File: src/rtl/mem_arbiter.sv
// Single-port RAM arbiter: serialises icache/dcache word requests onto one RAM port, dcache first,
// with a RAM-timeout watchdog. Define ISTARVE_LIMIT_EN to bound consecutive d-grants while i waits.
module mem_arbiter #(
    parameter int TIMEOUT     = 255,
    parameter int ISTARVE_MAX = 4
) (
    input  logic        CLK,
    input  logic        nRST,
    input  logic        iREN,
    input  logic [31:0] iaddr,
    output logic [31:0] iload,
    output logic        iwait,
    input  logic        dREN,
    input  logic        dWEN,
    input  logic [31:0] daddr,
    input  logic [31:0] dstore,
    output logic [31:0] dload,
    output logic        dwait,
    output logic        ramREN,
    output logic        ramWEN,
    output logic [31:0] ramaddr,
    output logic [31:0] ramstore,
    input  logic [31:0] ramload,
    input  logic        ramready,
    output logic        err
);

    typedef enum logic [1:0] {IDLE, IACC, DACC} state_t;

    localparam logic [31:0] ABORT_WORD = 32'hBAD1BAD1;
    localparam logic [15:0] TMO_LAST   = 16'(TIMEOUT - 1);

    state_t      state, state_nxt;
    logic [15:0] cnt;
    logic        busy, done, tmo, grant_d, grant_i, force_i;

`ifdef ISTARVE_LIMIT_EN
    logic [15:0] starve;

    assign force_i = iREN && (starve == 16'(ISTARVE_MAX));

    // Counts back-to-back d-grants that left a pending i-request behind.
    always_ff @(posedge CLK) begin
        if (!nRST)
            starve <= '0;
        else if (grant_i)
            starve <= '0;
        else if (grant_d)
            starve <= iREN ? starve + 16'd1 : 16'd0;
    end
`else
    assign force_i = 1'b0;
`endif

    always_comb begin
        busy      = (state != IDLE);
        done      = busy && ramready;
        tmo       = busy && !ramready && (cnt == TMO_LAST);
        grant_d   = 1'b0;
        grant_i   = 1'b0;
        state_nxt = state;
        iwait     = 1'b1;
        dwait     = 1'b1;
        iload     = '0;
        dload     = '0;
        case (state)
            IDLE: begin
                if ((dREN || dWEN) && !force_i) begin
                    grant_d   = 1'b1;
                    state_nxt = DACC;
                end else if (iREN) begin
                    grant_i   = 1'b1;
                    state_nxt = IACC;
                end
            end
            IACC: begin
                if (done || tmo) begin
                    state_nxt = IDLE;
                    iwait     = 1'b0;
                    iload     = done ? ramload : ABORT_WORD;
                end
            end
            DACC: begin
                if (done || tmo) begin
                    state_nxt = IDLE;
                    dwait     = 1'b0;
                    dload     = done ? ramload : ABORT_WORD;
                end
            end
            default: state_nxt = IDLE;
        endcase
    end

    always_ff @(posedge CLK) begin
        if (!nRST) begin
            state    <= IDLE;
            ramREN   <= 1'b0;
            ramWEN   <= 1'b0;
            ramaddr  <= '0;
            ramstore <= '0;
            cnt      <= '0;
            err      <= 1'b0;
        end else begin
            state <= state_nxt;
            if (grant_d) begin
                ramaddr  <= daddr;
                ramstore <= dstore;
                ramWEN   <= dWEN;
                ramREN   <= dREN && !dWEN;  // write wins when both are requested
                cnt      <= '0;
            end else if (grant_i) begin
                ramaddr <= iaddr;
                ramREN  <= 1'b1;
                ramWEN  <= 1'b0;
                cnt     <= '0;
            end else if (done || tmo) begin
                ramREN <= 1'b0;
                ramWEN <= 1'b0;
            end else if (busy) begin
                cnt <= cnt + 16'd1;
            end
            if (tmo)
                err <= 1'b1;
        end
    end

endmodule

File: config.mk
export PLATFORM = sky130hd
export DESIGN_NAME = mem_arbiter
export DESIGN_NICKNAME = d
export VERILOG_FILES = /design/src/rtl/mem_arbiter.sv
export SDC_FILE = /design/constraint.sdc
export NUM_CORES = 1
export LEC_CHECK = 0
export ABC_AREA = 0
export BUFFER_PORTS_ARGS = -buffer_cell sky130_fd_sc_hd__buf_2
export CAP_MARGIN = 20
export CORE_MARGIN = 2
export CORE_UTILIZATION = 38
export CTS_CLUSTER_SIZE = 14
export DETAILED_ROUTE_END_ITERATION = 6
export GPL_TIMING_DRIVEN = 0
export PLACE_DENSITY = 0.81
export SLEW_MARGIN = 20
export SYNTH_ARGS = -nofsm -noshare
export SYNTH_HDL_FRONTEND = slang
export SYNTH_SLANG_ARGS = --single-unit
File: constraint.sdc
create_clock -name CLK -period 1.7 [get_ports CLK]
set_input_delay 0 -clock CLK [delete_from_list [all_inputs] [get_ports CLK]]
set_output_delay 0 -clock CLK [all_outputs]
set_load 0.02 [all_outputs]
==> results.tsv <==
stage	metric	value	unit
setup_path	slowest CP cell	dfxtp_1	
place	Final Wtd Congestion	0.832	
logic_synthesis	FF+latch count, synth	85	
drt	final WL	25.1	mm
finish	area grow syn2layout	115	%
clocking	Num CTS Buffers	9	
logic_synthesis	Netlist cell types	48	
logic_synthesis	sequential fraction of the synthesis area	0.419	
setup_path	Critical Path Max Stage Delay	0.44	ns
logic_synthesis	Top FF cell, synth	dfxtp_1	
sta	Fmax achieved	441	MHz
setup_path	crit path DAT	2.27	ns
logic_synthesis	Ys Warns	0	
die	Die H	107	um
drt	via count	6570	
grt	initial antenna violation count	0	
place	DP Wirelength	9.90	mm
die	Initial Utilization	0.392	
setup_path	CP Launch Type	flop	
clocking	CTS H-Tree Depth	3	
grt	global route overflow	0	
finish	final cell count without fillers	1114	
grt	GRT Overall Usage	0.324	
outcome	violated checks	negative setup slack	
setup_path	CP Class	flop to output port	
logic_synthesis	EDFF count, synth	0	
clocking	clock buffer depth	2	
finish	final core occ	0.842	
sta	unrepaired setup endpoints after global routing	true	
sta	worst hold slack	0.0376	ns
setup_path	most used cell, CP	and4_1	
drt	WL/cell	22.5	um
setup_path	cells along the critical path	and4_1 > and4_1 > buf_6 > buf_8 > buf_12 > a21oi_2 > nor2_1 > buf_4	
sta	fin crit share	1.33	
logic_synthesis	post-synthesis net count	680	
sta	Setup WS post-layout	-0.565	ns
logic_synthesis	Syn Inst Count	541	
die	die area	11500	um2
clocking	CTS tree	yes	
drt	vias per cell	5.90	
grt	largest net degree at the start of global routing	17	
setup_path	CP endpoint kind	output port	
sta	Tmin final	2.27	ns
job	max_cap viols	0	
power_and_ir_drop	P per Cell Area	1340	nW/um2
place	Port Buffers	265	
die	FP Rows	37	
outcome	status	complete, but fails checks	
clocking	total clock sinks	85	
place	Cells after DPL	942	
die	# IOs	267	
grt	vias in the first global route	6175	
finish	layout cells sized above 1	0.521	
setup_path	worst path bufs/invs	4	
die	core area	10400	um2
drt	Final ANT Viol Nets	0	
grt	first-pass GRT wire length	29.9	mm
power_and_ir_drop	Pleak	3.98	nW
logic_synthesis	synthesized cell area	4060	um2
setup_path	CP Data Required Time	1.70	ns
die	Die X	107	um
clocking	Clk pin slew, worst setup/hold paths	0.10	ns
setup_path	delay-heaviest family, CP	simple AND/OR/NAND/NOR gates	
finish	nets@finish	1111	
sta	Rel. slew slack	0.526	
drt	post-route DRC violation count	0	
power_and_ir_drop	Max VDD drop	1.09	mV
logic_synthesis	mean area per synthesized cell	7.51	um2
clocking	Root Driver	clkbuf_8	
drt	first-pass iteration count of the detailed router	6	
sta	Fin. Hold Viols	0	
setup_path	crit-path max FO	9	
sta	max-slew violations	0	
sta	Setup-failing EPs final	117	
logic_synthesis	Async SR Flop Fraction	0	
hold_path	Hold Crit Class	primary input to flop	
drt	DRC marker count from the first detailed-route iteration	558	
sta	measured slew at the worst slew-check pin	0.711	ns
clocking	Clk Latency, worst-skew pair	0.35	ns
sta	Max Clock Skew	0.0130	ns
-- worst paths after layout --
path	startpoint	endpoint	slack, ns	cells past startpoint
hold / removal	iREN	ramREN	0.04	3
hold reg to reg	ramstore[28]	ramstore[28]	0.46	2
setup / recovery	cnt[4]	dload[13]	-0.57	8
setup reg to reg	cnt[0]	cnt[1]	-0.40	9
-- tightest hold or removal path, delay by kind of cell --
family                 cells  cell delay (ns)
buffers and inverters      1             0.13
and+or+nand+nor            1             0.12
AOI/OAI and AO/OA          1             0.09
-- layout make-up --
type / count / area (um2)
repair buffers: 421 / 3300
multi-input cells: 409 / 2890
well taps: 136 / 170
clock buffers: 9 / 124
clock inverters: 7 / 55.1
fillers: 491 / 1640
inverters: 5 / 23.8
diodes: 1 / 2.50
plain buffers: 41 / 445
flip-flops and latches: 85 / 1720
-- layer usage --
metal	wire length, um	global-route usage	vias to the layer above
li1	-	-	2739
met1	7870	0.334	3017
met2	12500	0.590	595
met3	2540	0.0890	219
met4	2160	0.179	0
met5	0	0	-
-- cells by family after synthesis --
group | Yosys count | synth area share
AND/OR/NAND/NOR | 285 | 0.315
adder cells (fa/ha/maj) | 5 | 0.0154
XOR/XNOR | 4 | 0.00863
flip-flops | 85 | 0.419
buffers and inverters | 48 | 0.0524
AO/OA/AOI/OAI | 109 | 0.177
multiplexers | 5 | 0.0126
-- synth_stat cells, types with 2 or more instances --
master | n | area (um2)
a311oi_1 | 32 | 280
nor2b_1 | 5 | 31.3
and3_1 | 30 | 188
buf_2 | 5 | 25.0
nand2b_1 | 3 | 18.8
or4_1 | 3 | 22.5
o21ai_2 | 2 | 17.5
xnor2_1 | 3 | 26.3
a21oi_1 | 56 | 280
nand3_1 | 5 | 25.0
inv_1 | 5 | 18.8
ha_1 | 5 | 62.6
or3_1 | 5 | 31.3
nor4_1 | 2 | 12.5
o311ai_0 | 2 | 17.5
buf_1 | 4 | 15.0
buf_4 | 3 | 22.5
buf_6 | 2 | 22.5
o31a_1 | 2 | 17.5
dfxtp_1 | 85 | 1700
nor2_1 | 79 | 297
nand4_1 | 2 | 12.5
clkbuf_1 | 29 | 109
nand2_1 | 138 | 518
o21ai_1 | 3 | 15.0
mux2i_1 | 4 | 40.0
and4_1 | 2 | 17.5
nor3_1 | 3 | 15.0
o31ai_1 | 3 | 22.5
-- where the power goes --
group	switching (W)	total (W)	internal, W	leakage (nW)
Combinational	0.00408	0.00740	0.00332	3.19
Sequential	0.000362	0.00288	0.00252	0.705
Clock	0.000849	0.00140	0.000548	0.0866
-- flip-flops by register name, indices dropped and copies added, names as in the netlist --
signal and count:
state 2, ramWEN 1, ramREN 1, ramstore 32
ramaddr 32, err 1, cnt 16
-- cell usage in the layout (no fill, tap or decap), types with 5 or more instances in the layout --
cell type	netlist	final
clkbuf_1	29	6
buf_6	2	61
a21oi_2	0	10
nand2_2	0	5
nor2_1	79	57
dfxtp_2	0	7
buf_12	0	6
dfxtp_1	85	76
nand2_1	138	133
clkbuf_16	0	9
dlygate4sd3_1	0	98
or3_1	5	5
and3_4	0	25
buf_8	0	15
clkbuf_8	0	9
a21oi_4	0	12
and3_1	30	5
a311oi_1	32	6
a21oi_1	56	34
a311oi_2	0	26
buf_4	3	59
buf_2	5	200
nor2_2	0	19
-- stage by stage --
| stage | total power [W] | setup slack, ns | TNS (ns) | cell area [um2] |
|---|---|---|---|---|
| after floorplan | 0.00536 | -0.0319 | -0.476 | 4100 |
| after global placement | 0.00664 | -0.455 | -38.33 | 5600 |
| after detailed placement | 0.00669 | -0.533 | -39.30 | 5600 |
| after CTS | 0.00910 | -0.314 | -12.51 | 7710 |
| after global routing | 0.0120 | -0.621 | -34.93 | 8730 |
| final | 0.0117 | -0.565 | -27.95 | 8730 |
-- repair_timing --
action	CTS	global route
resized for setup	209	185
setup endpoints to repair	147	149
setup buffers	22	23
hold buffers	98	0
pin swaps	33	40
hold endpoints to repair	67	0
gates cloned	7	10
Note: power is estimated with default switching activity, not from simulation.
